[src/rtl/layer_scheduler.sv]
// Convolution-layer sequencer: clears accumulators, issues one compute pass per input channel,
// then hands each output group to the ppu. Optional watchdog enabled by SCHED_WATCHDOG_EN.
module layer_scheduler #(
   parameter int unsigned BANK_COUNT      = 32,
   parameter int unsigned TILE_SIZE       = 128,
   parameter int unsigned CH_W            = 10,
   parameter int unsigned GRP_W           = 8,
   parameter int unsigned WATCHDOG_CYCLES = 65535,
   localparam int unsigned CLR_W          = $clog2(TILE_SIZE)
) (
   input  logic             clk,
   input  logic             reset,
   input  logic             start,
   input  logic [CH_W-1:0]  num_in_channels,
   input  logic [GRP_W-1:0] num_out_groups,
   input  logic [1:0]       bitwidth,
   input  logic [2:0]       kernel_size,
   output logic [1:0]       cfg_bitwidth,
   output logic [2:0]       cfg_kernel_size,
   output logic             clear_enable,
   output logic [CLR_W-1:0] clear_entry,
   output logic             compute_start,
   output logic [CH_W-1:0]  compute_channel,
   input  logic             compute_done,
   output logic             channel_group_done,
   input  logic             ppu_cycle_done,
   output logic [GRP_W-1:0] group_index,
   output logic             busy,
   output logic             done,
   output logic             timeout
);

   localparam logic [2:0] S_IDLE         = 3'd0;
   localparam logic [2:0] S_CLEAR        = 3'd1;
   localparam logic [2:0] S_ISSUE        = 3'd2;
   localparam logic [2:0] S_WAIT_COMPUTE = 3'd3;
   localparam logic [2:0] S_DRAIN        = 3'd4;
   localparam logic [2:0] S_WAIT_PPU     = 3'd5;
   localparam logic [2:0] S_FINISH       = 3'd6;

   // Every bank is cleared in parallel, so the bank count only needs to be legal here.
   if (BANK_COUNT == 0 || TILE_SIZE < 2 || WATCHDOG_CYCLES == 0) begin : g_bad_params
      $error("layer_scheduler: illegal parameter value");
   end

   logic [2:0]       r_state;
   logic [CLR_W-1:0] r_clr;
   logic [CH_W-1:0]  r_chan;
   logic [GRP_W-1:0] r_grp;
   logic [CH_W-1:0]  r_num_in;
   logic [GRP_W-1:0] r_num_grp;

   logic [2:0]       w_state_nxt;
   logic [CLR_W-1:0] w_clr_nxt;
   logic [CH_W-1:0]  w_chan_nxt;
   logic [GRP_W-1:0] w_grp_nxt;
   logic             w_latch;
   logic             w_wd_fire;

`ifdef SCHED_WATCHDOG_EN
   localparam int unsigned WD_W = $clog2(WATCHDOG_CYCLES + 1);
   logic [WD_W-1:0] r_wd;
   logic            w_wd_last;

   assign w_wd_last = (r_wd == WD_W'(WATCHDOG_CYCLES - 1));
`else
   logic w_wd_last;

   assign w_wd_last = 1'b0;
`endif

   // Next-state and counter update logic.
   always_comb begin
      w_state_nxt = r_state;
      w_clr_nxt   = r_clr;
      w_chan_nxt  = r_chan;
      w_grp_nxt   = r_grp;
      w_latch     = 1'b0;
      w_wd_fire   = 1'b0;
      case (r_state)
         S_IDLE: begin
            if (start) begin
               w_latch    = 1'b1;
               w_clr_nxt  = '0;
               w_chan_nxt = '0;
               w_grp_nxt  = '0;
               if (num_in_channels == '0 || num_out_groups == '0) w_state_nxt = S_FINISH;
               else                                               w_state_nxt = S_CLEAR;
            end
         end
         S_CLEAR: begin
            if (r_clr == CLR_W'(TILE_SIZE - 1)) begin
               w_clr_nxt   = '0;
               w_state_nxt = S_ISSUE;
            end else begin
               w_clr_nxt = r_clr + CLR_W'(1);
            end
         end
         S_ISSUE: w_state_nxt = S_WAIT_COMPUTE;
         S_WAIT_COMPUTE: begin
            if (compute_done) begin
               if (r_chan == r_num_in - CH_W'(1)) begin
                  w_chan_nxt  = '0;
                  w_state_nxt = S_DRAIN;
               end else begin
                  w_chan_nxt  = r_chan + CH_W'(1);
                  w_state_nxt = S_ISSUE;
               end
            end else if (w_wd_last) begin
               w_wd_fire   = 1'b1;
               w_state_nxt = S_IDLE;
            end
         end
         S_DRAIN: w_state_nxt = S_WAIT_PPU;
         S_WAIT_PPU: begin
            if (ppu_cycle_done) begin
               if (r_grp == r_num_grp - GRP_W'(1)) begin
                  w_state_nxt = S_FINISH;
               end else begin
                  w_grp_nxt   = r_grp + GRP_W'(1);
                  w_state_nxt = S_CLEAR;
               end
            end else if (w_wd_last) begin
               w_wd_fire   = 1'b1;
               w_state_nxt = S_IDLE;
            end
         end
         S_FINISH: w_state_nxt = S_IDLE;
         default:  w_state_nxt = S_IDLE;
      endcase
   end

   // State, counters and latched layer configuration.
   always_ff @(posedge clk) begin
      if (reset) begin
         r_state         <= S_IDLE;
         r_clr           <= '0;
         r_chan          <= '0;
         r_grp           <= '0;
         r_num_in        <= '0;
         r_num_grp       <= '0;
         cfg_bitwidth    <= '0;
         cfg_kernel_size <= '0;
      end else begin
         r_state <= w_state_nxt;
         r_clr   <= w_clr_nxt;
         r_chan  <= w_chan_nxt;
         r_grp   <= w_grp_nxt;
         if (w_latch) begin
            r_num_in        <= num_in_channels;
            r_num_grp       <= num_out_groups;
            cfg_bitwidth    <= bitwidth;
            cfg_kernel_size <= kernel_size;
         end
      end
   end

   // Registered output decode of the current state.
   always_ff @(posedge clk) begin
      if (reset) begin
         clear_enable       <= 1'b0;
         clear_entry        <= '0;
         compute_start      <= 1'b0;
         compute_channel    <= '0;
         channel_group_done <= 1'b0;
         group_index        <= '0;
         busy               <= 1'b0;
         done               <= 1'b0;
      end else begin
         clear_enable       <= (r_state == S_CLEAR);
         clear_entry        <= r_clr;
         compute_start      <= (r_state == S_ISSUE);
         compute_channel    <= r_chan;
         channel_group_done <= (r_state == S_DRAIN);
         group_index        <= r_grp;
         busy               <= (r_state != S_IDLE);
         done               <= (r_state == S_FINISH);
      end
   end

`ifdef SCHED_WATCHDOG_EN
   // Wait-state watchdog; restarts whenever a wait state is entered.
   always_ff @(posedge clk) begin
      if (reset) begin
         r_wd    <= '0;
         timeout <= 1'b0;
      end else begin
         if (r_state == S_ISSUE || r_state == S_DRAIN) r_wd <= '0;
         else if (r_state == S_WAIT_COMPUTE || r_state == S_WAIT_PPU) r_wd <= r_wd + WD_W'(1);
         if (w_wd_fire) timeout <= 1'b1;
      end
   end
`else
   logic w_unused_wd;

   assign w_unused_wd = w_wd_fire;
   assign timeout     = 1'b0;
`endif

endmodule

[config.mk]
export PLATFORM = sky130hd
export DESIGN_NAME = layer_scheduler
export DESIGN_NICKNAME = d
export VERILOG_FILES = /design/src/rtl/layer_scheduler.sv
export SDC_FILE = /design/constraint.sdc
export NUM_CORES = 1
export LEC_CHECK = 0
export ABC_AREA = 1
export CAP_MARGIN = 20
export CORE_MARGIN = 1
export CORE_UTILIZATION = 55
export DETAILED_ROUTE_END_ITERATION = 8
export GPL_TIMING_DRIVEN = 0
export PLACE_DENSITY_LB_ADDON = 0.15
export SYNTH_ARGS = -nofsm -noshare
export SYNTH_HDL_FRONTEND = slang
export SYNTH_SLANG_ARGS = --single-unit
[constraint.sdc]
create_clock -name clk -period 4.15 [get_ports clk]
set_input_delay 0.6225 -clock clk [delete_from_list [all_inputs] [get_ports clk]]
set_output_delay 0.6225 -clock clk [all_outputs]
set_load 0.03 [all_outputs]
# Yosys cells after proc, flatten, opt, wreduce, memory -nomap -nowiden
# Cells that the tools add are included.
dict set report totals {
  register_bits 81
  latchBits 0
  ramBits 0
  mem_bits_ro 0
  inputBits 28
  output_inout_bits 36
  elab_cells 68
  memories 0
}
dict set report classes {
  add_sub_neg 5
  mul 0
  div_mod_pow 0
  order_cmp 0
  eq_ne 14
  n_shift 0
  n_mux 21
  bitwise_logic 0
  n_reduce_logical 12
}
# operator count
set ops {}
lappend ops {{two-way mux 10 bit} 3}
lappend ops {{two-way mux 8 bit} 3}
lappend ops {{two-way mux 3 bit} 7}
lappend ops {{one-hot mux 10 bit (2 select lines)} 1}
lappend ops {{one-hot mux 3 bit (6 select lines)} 1}
lappend ops {{one-hot mux 8 bit (2 select lines)} 1}
lappend ops {{two-way mux 7 bit} 2}
lappend ops {{one-hot mux 7 bit (2 select lines)} 1}
lappend ops {{adder 10 x 1 -> 10 bit (second input constant)} 1}
lappend ops {{== test 10 bit} 1}
lappend ops {{zero test 10 bit} 1}
lappend ops {{inequality test 2 bit (second input constant)} 5}
lappend ops {{subtractor 10 x 1 -> 10 bit (second input constant)} 1}
lappend ops {{== test 3 bit (second input constant)} 3}
lappend ops {{adder 8 x 1 -> 8 bit (second input constant)} 1}
lappend ops {{== test 8 bit} 1}
lappend ops {{zero test 8 bit} 1}
lappend ops {{AND reduction 4 bit} 2}
lappend ops {{subtractor 8 x 1 -> 8 bit (second input constant)} 1}
lappend ops {{adder 7 x 1 -> 7 bit (second input constant)} 1}
lappend ops {{== test 7 bit (second input constant)} 1}
lappend ops {{== test 3 x 2 -> 1 bit (second input constant)} 2}
lappend ops {{nonzero test 2 bit} 3}
lappend ops {{== test 3 x 1 -> 1 bit (second input constant)} 1}
lappend ops {{6 further kinds} 7}

# Depth between registers and ports, before layout
# Gate-level depths: netlist (run 1).
dict set report logic_depth {
  depth_word 5
  ltp_mapped 16
  ltp_nobuf 16
}

# Worst setup path after synthesis (run 1)
# No wires, ideal clock.
dict set report synth_path {
  kind {register to register}
  start {reg r_num_in[0]}
  end {reg r_state[1]}
  setup_time_ns 0.143
  arrival_ns 1.640
  required_ns 4.007
  setup_slack_ns 2.368
  path_stages_with_launch 15
  n_path_buf 0
  synth_period_minus_slack_ns 1.782
  cell_sequence {dfxtp_1 -> inv_1 -> ha_1 -> inv_1 -> nand2_1 -> nand3_1 -> nand2_1 -> nor2_1 -> nand2_1 -> nor2_1 -> nand4_2 -> nand2_2 -> nand2_1 -> o21bai_1 -> a21oi_1}
}
dict set report synth_via {
  elab_chain_cells 5
}
# item line_no
set synth_rtl {}
lappend synth_rtl {{start, declared} 50} ;# logic [CH_W-1:0] r_num_in;
lappend synth_rtl {{start signal, assigned} 150} ;# r_num_in <= num_in_channels;
lappend synth_rtl {{subtractor 10 x 1 -> 10 bit} 102} ;# if (r_chan == r_num_in - CH_W'(1)) begin
lappend synth_rtl {{== test 10 bit} 102}
lappend synth_rtl {{two-way mux 3 bit} 102}
lappend synth_rtl {{two-way mux 3 bit} 101} ;# if (compute_done) begin
lappend synth_rtl {{one-hot mux 3 bit (6 select lines)} 80} ;# case (r_state)
lappend synth_rtl {{end signal, assigned} 145} ;# r_state <= w_state_nxt;
lappend synth_rtl {{end, declared} 46} ;# logic [2:0] r_state;
# Every way passes these cells. The select of a mux whose other input is x is not followed.
# A chain may end at the register's enable or synchronous reset.

# Worst setup path after layout (run 1)
# Ends and elaborated chain as after synthesis.

==> flow_results.org, run 1 <==
** Floorplan
- 64 I/O pins were placed.
- In this run the standard cell core region covers between 6000 and 7000 um^2.
- Height of the die :: roughly 86 um
- Die width :: between 80 and 90 um
- Starting density of the core :: 0.568
- The die covers 7310 um^2.
- Cell Rows :: 30

** Clock network
- Once the clock tree was built, the resizer swapped 0 gates to a different size.
- Clock Root Buffer :: sky130_fd_sc_hd__clkbuf_8
- For this design, the CTS-stage hold fixing added 0 buffers.
- After clock tree synthesis, the setup repair step added 0 buffers.
- Clock tree synthesis found a total of 81 sinks.
- Insertion delay of the later-clocked pin in the worst-skew pair :: 0.36 ns
- TritonCTS built the clock tree.
- H-Tree Level Count :: 3
- Worst-case clock buffer depth :: 2
- CTS buffer count :: 9
- Clock-pin slew on the worst setup and hold paths :: ~0.080 ns

** Drt
- Total vias in the final route :: approximately 3400
- After the first detailed-routing iteration, the DRC count stood at roughly 150.
- Dividing the detail-routed via count by the number of cells gives around 5.1.
- Detail-routed net length per standard cell :: 12.2 um
- Once detail routing completed, the nets flagged for antenna violations numbered 0.
- First-pass iteration count of the detailed router :: 5
- Wirelength, routed :: between 8000 and 9000 um
- For this run, design rule violations remaining after detail routing come to 0.

** Placed design
- Summed over all nets, the half-perimeter wirelength after detailed placement is around 6300 um.
- Total cell area at the placement stage :: 4560 um^2
- Input and output buffers added on the ports amount to 62.
- Final weighted congestion in routability-driven placement :: between 0.8 and 0.9
- Prior to clock tree synthesis, the placed netlist has a worst setup slack of around 1.8 ns.
- After detailed placement, the design holds a cell count of 652.

** Synthesis
- Count of cell types in the netlist :: 40
- Synthesis produced a netlist with a net count of about 540.
- Of the synthesized area, sequential elements account for 0.423.
- Number of enable flip-flop cells after synthesis :: 0
- Yosys warnings :: 0
- Count of mapped cells out of synthesis :: 510
- Async set or reset register ratio after synthesis :: 0
- Each instance of the synthesized netlist takes up on average ~7.5 um^2.
- Count of state elements after synthesis :: a little over 80
- Cell area after synthesis :: 3830 um^2
- Leading register cell type out of synthesis :: sky130_fd_sc_hd__dfxtp_1

** GRT
- The first global-routing pass estimated ~14000 um of wire.
- Maximum number of pins on one net before global-route repair :: 14
- Summed over all layers, the global routing overflow is 0.
- The number of antenna violations at the first check in global routing is 0.
- Via count of the first global-routing pass :: 3186
- Total GRT Usage :: 0.245

** Timing
- The final number of hold-violating endpoints is 0.
- The worst pin sits at a relative slew slack of 0.581.
- Setup repair after global routing missed its margin :: no
- In the finished design, the share of the clock period the worst path needs comes to 0.511.
- Number of setup violations in the final report :: 0
- Max-slew violations :: 0
- Final-layout worst hold slack :: roughly 0.44 ns
- Derived from the worst setup path, the maximum achievable clock frequency is approximately 0.47 GHz.
- Subtracting the final worst setup slack from the clock period gives 2.12 ns.
- For the pin with the worst max-slew slack, the measured transition is 0.628 ns.
- Adding up every negative setup slack in the final design gives 0 ns.
- Once routing completed, OpenROAD measured the worst setup slack at approximately 2.0 ns.
- Between clock sinks in the finished design, the worst skew comes to roughly 0.0067 ns.

** Power and ir drop
- Clock network fraction of design power :: 0.244
- P_int :: 1.46 mW
- Summing internal, switching and leakage power gives approximately 2.4 mW.
- Worst supply voltage drop on vdd :: about 0.28 mV
- The share of total power dissipated in sequential elements is 0.392.
- P_sw :: 0.897 mW
- Power spread over the standard cell area amounts to about 500 nW/um^2.
- Switch share :: 0.380
- Leakage Power :: 1.88 nW
- Of the total power, combinational logic draws 0.364.

** Layout
- Final antenna diode count :: 0
- Counting the fill cells in the layout gives about 540.
- Measured on the finished design, the core utilization comes to 0.703.
- Design area :: ~4800 um^2
- Compared with the post-synthesis result, the final layout area differs by 23.9%.
- After the flow finishes, the layout carries non-filler instances totaling between 600 and 700.
- Share of layout cells above drive strength 1 :: 0.107
- Final-stage net count :: about 620

** Worst hold path
- The tightest min-delay check is of the flip-flop to flip-flop type.

** Critical path
- By startpoint and endpoint, the worst setup path is classified as flip-flop to flip-flop.
- In this run the worst path has a maximum fanout of 9.
- Cell-by-cell trace of the critical path :: inv_1, ha_1, inv_1, nand2_1, nand3_1, nand2_1, nor2_1, nand2_1, nor2_1, nand4_2, nand2_2, nand2_1, o21bai_1, a21oi_1
- Data required time at the worst endpoint :: around 4.4 ns
- Startpoint Class :: flip-flop
- On the critical path, the stage with the largest delay is an instance of sky130_fd_sc_hd__dfxtp_1.
- The worst setup path is captured at a flip-flop.
- Among the stages of the critical path, the cell type that occurs most often is sky130_fd_sc_hd__nand2_1.
- On the worst path, the slowest cell contributes a delay of roughly 0.33 ns.
- Data arrives at the worst endpoint at ~2.3 ns.

** Status
- The run finished with clean final reports.

** Flow run
- Max-cap violations in this run came to 0.
==> synthesized netlist by cell type, types with 2 or more instances <==
cell type                  instances  area share
sky130_fd_sc_hd__inv_2             7      0.0069
sky130_fd_sc_hd__nand2_2           8       0.013
sky130_fd_sc_hd__nor2_4            2      0.0059
sky130_fd_sc_hd__nand4_1           4      0.0065
sky130_fd_sc_hd__nor3b_1           2      0.0039
sky130_fd_sc_hd__dfxtp_1          81        0.42
sky130_fd_sc_hd__nor3_1            7      0.0091
sky130_fd_sc_hd__xor2_1           18       0.041
sky130_fd_sc_hd__nor2_1           90       0.088
sky130_fd_sc_hd__nand2_4           2      0.0059
sky130_fd_sc_hd__o21bai_1          2      0.0039
sky130_fd_sc_hd__nor4_1            6      0.0098
sky130_fd_sc_hd__xnor2_1           7       0.016
sky130_fd_sc_hd__ha_1              5       0.016
sky130_fd_sc_hd__a21oi_2           8       0.018
sky130_fd_sc_hd__a211oi_1          5      0.0098
sky130_fd_sc_hd__inv_1            49       0.048
sky130_fd_sc_hd__nand2_1          85       0.083
sky130_fd_sc_hd__nand3_1          34       0.044
sky130_fd_sc_hd__nor3_2            2      0.0052
sky130_fd_sc_hd__buf_6             2      0.0059
sky130_fd_sc_hd__nand2_8           2       0.010
sky130_fd_sc_hd__nor2_2            9       0.015
sky130_fd_sc_hd__a21oi_1          14       0.018
sky130_fd_sc_hd__clkbuf_1         10      0.0098
sky130_fd_sc_hd__a211oi_2          2      0.0065
sky130_fd_sc_hd__o21ai_0          29       0.038
sky130_fd_sc_hd__a22o_1            3      0.0069
sky130_fd_sc_hd__a32o_1            2      0.0052
sky130_fd_sc_hd__o21ai_1           3      0.0039
==> critical path: cells and delay by family, from the launching register on <==
kind | cells | cell delay [ns]
and+or+nand+nor | 9 | 0.91
AOI/OAI and AO/OA | 2 | 0.22
buffers and inverters | 2 | 0.25
adders and majority gates | 1 | 0.29
DFF | 1 | 0.33
==> final timing paths <==
path / startpoint / endpoint / slack (ns) / cells past startpoint
max reg2reg: r_num_in[0] / r_state[1] / 2.03 / 14
min reg2reg: r_clr[6] / clear_entry[6] / 0.44 / 2
min: r_clr[6] / clear_entry[6] / 0.44 / 2
max: r_num_in[0] / r_state[1] / 2.03 / 14
==> layout make-up <==
class	instances	area (um^2)	area share
Tap cell	80	100	0.0211
Multi-Input combinational cell	358	1930	0.405
Timing Repair Buffer	62	621	0.131
Clock buffer	11	141	0.0298
Sequential cell	81	1620	0.341
Inverter	57	216	0.0456
Buffer	14	71.3	0.0150
Clock inverter	5	55.1	0.0116
==> cells in the final DEF (no fill, tap or decap), drive strengths merged <==
cell,n
clkbuf,21
nor3b,2
a22o,3
a211oi,7
nand2,97
o21ai,32
xnor3,1
clkdlybuf4s50,62
or2,1
a21oi,22
o2111ai,1
xor2,18
bufinv,1
nor3,9
a32o,2
buf,4
dfxtp,81
ha,5
clkinv,2
o21a,1
nand3,34
conb,1
nand4,5
nor2,101
xnor2,7
nor4,6
clkinvlp,2
o21bai,2
nand3b,1
inv,57
==> sequential cells by signal (all words and copies together), names as in the netlist, 2 cells and up <==
name / flops
compute_channel: 10
r_chan: 10
r_num_in: 10
group_index: 8
r_grp: 8
r_num_grp: 8
clear_entry: 7
r_clr: 7
cfg_kernel_size: 3
r_state: 3
cfg_bitwidth: 2
==> per-layer routing <==
layer,part of all wire,GRT usage,up-vias
li1,-,-,1786
met1,0.48,0.315,1515
met2,0.46,0.407,85
met3,0.043,0.0529,11
met4,0.021,0.0924,0
met5,0,0,-
==> power groups by stage <==
| stage | logic (mW) | clock network (mW) | registers, mW |
|---|---|---|---|
| global route | 0.963 | 0.616 | 0.939 |
| floorplan | 0.606 | 0 | 0.975 |
| global placement | 0.831 | 0 | 0.939 |
| detailed placement | 0.853 | 0 | 0.942 |
| finish | 0.858 | 0.576 | 0.925 |
| CTS | 0.857 | 0.583 | 0.924 |
==> kinds of logic (layout without fill, tap and decap cells) <==
family	after synthesis	after routing	share of synthesized area
DFF	81	81	0.423
adders and majority gates	5	5	0.0163
and+or+nand+nor	256	256	0.307
other	1	1	0.000978
xor gates and xnor gates	26	26	0.0630
AOI/OAI and AO/OA	70	70	0.115
buffers and inverters	71	149	0.0750
Power figures use the tool's default switching activity.
==> run 2, diff against run 1 <==
Settings changed: CORE_UTILIZATION 55 to 48.
Clock period 4.15 ns to 1.9 ns, I/O delays scaled along.
==> run 2 against run 1 <==
Effect of this change: clock skew up 0.0022 ns; clock-buffer cell count decreased by 2; via count rose by 1.4%; sequential share of layout area decreased by 0.77 points; total power up 120%; die area is 14% higher; hold slack hardly changed; largest power group unchanged.
==> flow_results.org, run 2 (same netlist as run 1, synthesis figures left out) <==
** Clock network
- CTS buffer count :: 9 (unchanged)
- TritonCTS built the clock tree.
- The number of buffers between clock root and the deepest sink came to 2 (unchanged).
- Clock-pin slew on the worst setup and hold paths :: 0.09 ns (about the same)
- Number of buffers inserted for hold repair after clock tree synthesis :: 0 (unchanged)
- TritonCTS sink count :: 81 (unchanged)
- The tree is rooted in a sky130_fd_sc_hd__clkbuf_8.
- The H-tree level count is 3 (unchanged).
- The source-to-sink clock delay at the later pin of the worst-skew pair was 0.36 ns (about the same).

** Power and ir drop
- Power Density :: 1060 nW/um^2 (+110%)
- Sequential fraction of design power :: 0.393 (about the same)
- Worst supply voltage drop on vdd :: 0.486 mV (+73%)
- Leakage Power :: 1.92 nW (+2.0%)
- The switching power as a share of total power was 0.398 (+0.0179).
- P_int :: 3.11 mW (+110%)
- Clock network fraction of design power :: 0.220 (-0.024)
- P_sw :: 2.05 mW (+130%)
- The total power draw came to 5.16 mW (+120%).
- The combinational share of power was 0.386 (+0.022).

** GRT
- The via count of the first global-routing pass was 3236 (+1.6%).
- The leftover overflow at the end of global routing is 0 (unchanged).
- Maximum number of pins on one net before global-route repair :: 16 (+2)
- Global-route wire length before repair :: 14500 um (+2.4%)
- The global-route usage over all layers came to 0.219 (-0.0268).
- The number of antenna violations at the first check in global routing was 0 (unchanged).

** Drt
- DRT antenna net count :: 0 (unchanged)
- The number of iterations in the first detailed-routing pass is 5 (unchanged).
- The final wirelength was 8470 um (+3.8%).
- The total vias in the final route is 3444 (+1.4%).
- The first-iteration detailed-routing DRC count is 118 (-19%).
- The wire length per cell is 12.1 um (-0.52%).
- The number of remaining DRC errors was 0 (unchanged).
- Vias per cell :: 4.94 (-2.8%)

** Placed design
- Placed wire-length estimate :: 6430 um (+2.1%)
- The total cell area at the placement stage is 4580 um^2 (+0.60%).
- The number of buffers inserted by port buffering came to 62 (unchanged).
- Post-Place Cells :: 674 (+3.4%)
- The worst slack after detailed placement was -0.208 ns (-1.96 ns).
- Final weighted congestion in routability-driven placement :: 0.859 (+2.3%)

** Timing
- The maximum clock skew at final layout was 0.00888 ns (+0.00220 ns).
- Setup repair after global routing missed its margin :: yes
- Sum of negative setup slack :: 0 ns (unchanged)
- Worst path setup slack after routing :: 0.0217 ns (-2.01 ns)
- Upper clock frequency limit :: 0.532 GHz (+13%)
- The post-route worst hold slack was 0.440 ns (-0.000453 ns).
- Pin slew with the least headroom to its limit :: 0.639 ns (+0.0111 ns)
- Relative slew slack :: 0.574 (-0.00739)
- Number of setup violations in the final report :: 0 (unchanged)
- The max-slew violation total from the final report came to 0 (unchanged).
- Final number of hold-violating endpoints :: 0 (unchanged)
- The final worst-path cycle share was 0.989 (+0.477).
- Minimum period implied by the final worst setup slack :: 1.88 ns (-0.243 ns)

** Critical path
- Data required time at the worst endpoint :: 2.19 ns (-2.18 ns)
- The startpoint identified for the worst register-to-register timing path is r_num_grp[0].
- Startpoint Class :: flip-flop
- Cell with the largest stage delay on the worst path :: sky130_fd_sc_hd__dfxtp_2
- Traced cell by cell, the critical path runs through inv_4, ha_4, inv_2, nand2_1, nand2_1, nor2_2, nand2_1, nor2_1, nand3_1, nor2_2, nand2_2, nand2_4, nand2_8, nand2_8, nand2_2, a21oi_2.
- The worst setup path is of the flip-flop to flip-flop kind.
- Kind of end point of the critical path :: flip-flop
- Timing startpoint of the critical path :: r_num_grp[0]
- The internal reg-to-reg setup slack is 0.02 ns (-2.01 ns).
- Crit-path max FO :: 8 (-1)
- By instance count, the cell type seen most on the critical path is sky130_fd_sc_hd__nand2_1.
- Data arrival time at the worst-slack endpoint :: 2.17 ns (-0.17 ns)
- CP max stage delay :: 0.36 ns (+0.03 ns)
- On the critical path the largest part of the delay comes from simple AND/OR/NAND/NOR gates.
- The sum of buffers and inverters on the critical path was 2 (unchanged).

** Layout
- Final-stage net count :: 623 (+1.1%)
- Leaving out fill and tap cells, the most frequent cell in the layout is sky130_fd_sc_hd__nor2_1.
- The post-route core utilization is 0.631 (-0.0722).
- Count of placed standard cells in the final layout, fillers left out :: 697 (+4.3%)
- Final antenna diode count :: 0 (unchanged)
- Design area :: 4880 um^2 (+2.6%)
- The area growth from synthesis to layout is 27.2%.
- In the final layout, the registers with the most flip-flops are compute_channel (10), r_chan (10), r_num_in (10).
- Most used cells in the layout excluding fill and tap cells :: 88 x sky130_fd_sc_hd__nor2_1, 82 x sky130_fd_sc_hd__nand2_1, 77 x sky130_fd_sc_hd__dfxtp_1
- The share of final-layout standard cells stronger than drive strength 1 was 0.145 (+0.0374).

** Floorplan
- The core area is 7730 um^2 (+14%).
- The area of the die is 8350 um^2 (+14%).
- The count of pins on the block boundary is 64 (unchanged).
- Starting density of the core :: 0.496 (-0.0713)
- Die width :: 91.4 um (+6.9%)
- Cell Rows :: 32 (+6.7%)
- Height of the die :: 91.4 um (+6.9%)

** Flow run
- Maxcap violations :: 0 (unchanged)

** Worst hold path
- Hold Crit Start :: r_clr[6]
- The tightest min-delay check is of the flip-flop to flip-flop type.

** Status
- Run status :: completed
## run 2: cell types whose count changed in the layout (fill, tap and decap cells not counted), moves of 3 or more
cell / before / now
sky130_fd_sc_hd__buf_4: 1 / 6
sky130_fd_sc_hd__inv_1: 49 / 45
sky130_fd_sc_hd__nand2_4: 2 / 5
sky130_fd_sc_hd__clkinv_4: 0 / 3
sky130_fd_sc_hd__dfxtp_2: 0 / 4
sky130_fd_sc_hd__dfxtp_1: 81 / 77
sky130_fd_sc_hd__inv_2: 7 / 10
sky130_fd_sc_hd__nand2_1: 85 / 82
## run 2: per-layer routing
| metal | wire length [um] | up-vias | track usage |
|---|---|---|---|
| li1 | - | 1803 | - |
| met5 | 0 | - | 0 |
| met1 | 4090 | 1549 | 0.286 |
| met4 | 187 | 0 | 0.0952 |
| met2 | 3840 | 77 | 0.351 |
| met3 | 346 | 15 | 0.0402 |
## run 2: what timing repair did
| item | 4_1_cts | 5_1_grt |
|---|---|---|
| buffers inserted | 4 | 2 |
| gates cloned | 1 | 0 |
| resized for setup | 12 | 9 |
| setup endpoints to repair | 19 | 23 |
| pin swaps | 7 | 5 |
## run 2: worst reg2reg max path: stages, from the launching register on
cell and delay, ns:
sky130_fd_sc_hd__dfxtp_2 0.36, sky130_fd_sc_hd__inv_4 0.04, sky130_fd_sc_hd__ha_4 0.26, sky130_fd_sc_hd__inv_2 0.03, sky130_fd_sc_hd__nand2_1 0.05, sky130_fd_sc_hd__nand2_1 0.06
sky130_fd_sc_hd__nor2_2 0.09, sky130_fd_sc_hd__nand2_1 0.06, sky130_fd_sc_hd__nor2_1 0.08, sky130_fd_sc_hd__nand3_1 0.12, sky130_fd_sc_hd__nor2_2 0.13, sky130_fd_sc_hd__nand2_2 0.07
sky130_fd_sc_hd__nand2_4 0.11, sky130_fd_sc_hd__nand2_8 0.09, sky130_fd_sc_hd__nand2_8 0.11, sky130_fd_sc_hd__nand2_2 0.06, sky130_fd_sc_hd__a21oi_2 0.11
## run 2: cell type report
class	count	area, um^2
Buffer	14	71.3
Clock buffer	9	124
Clock inverter	7	55.1
Fill cell	711	2850
Inverter	57	219
Multi-Input combinational cell	359	1980
Sequential cell	81	1630
Tap cell	102	128
Timing Repair Buffer	68	669
## run 2: power by group through the flow
stage / Clock, mW / Sequential [mW] / Combinational (mW)
after CTS: 1.16 / 2.03 / 1.94
final: 1.14 / 2.03 / 1.99
after global placement: 0 / 2.05 / 1.83
after global routing: 1.24 / 2.05 / 2.24
after floorplan: 0 / 2.13 / 1.32
after detailed placement: 0 / 2.06 / 1.86
## run 2: final timing paths
path,end,cells past startpoint
setup / recovery,r_grp[4],16
hold / removal,clear_entry[6],2
setup reg to reg,r_grp[4],16
hold reg to reg,clear_entry[6],2
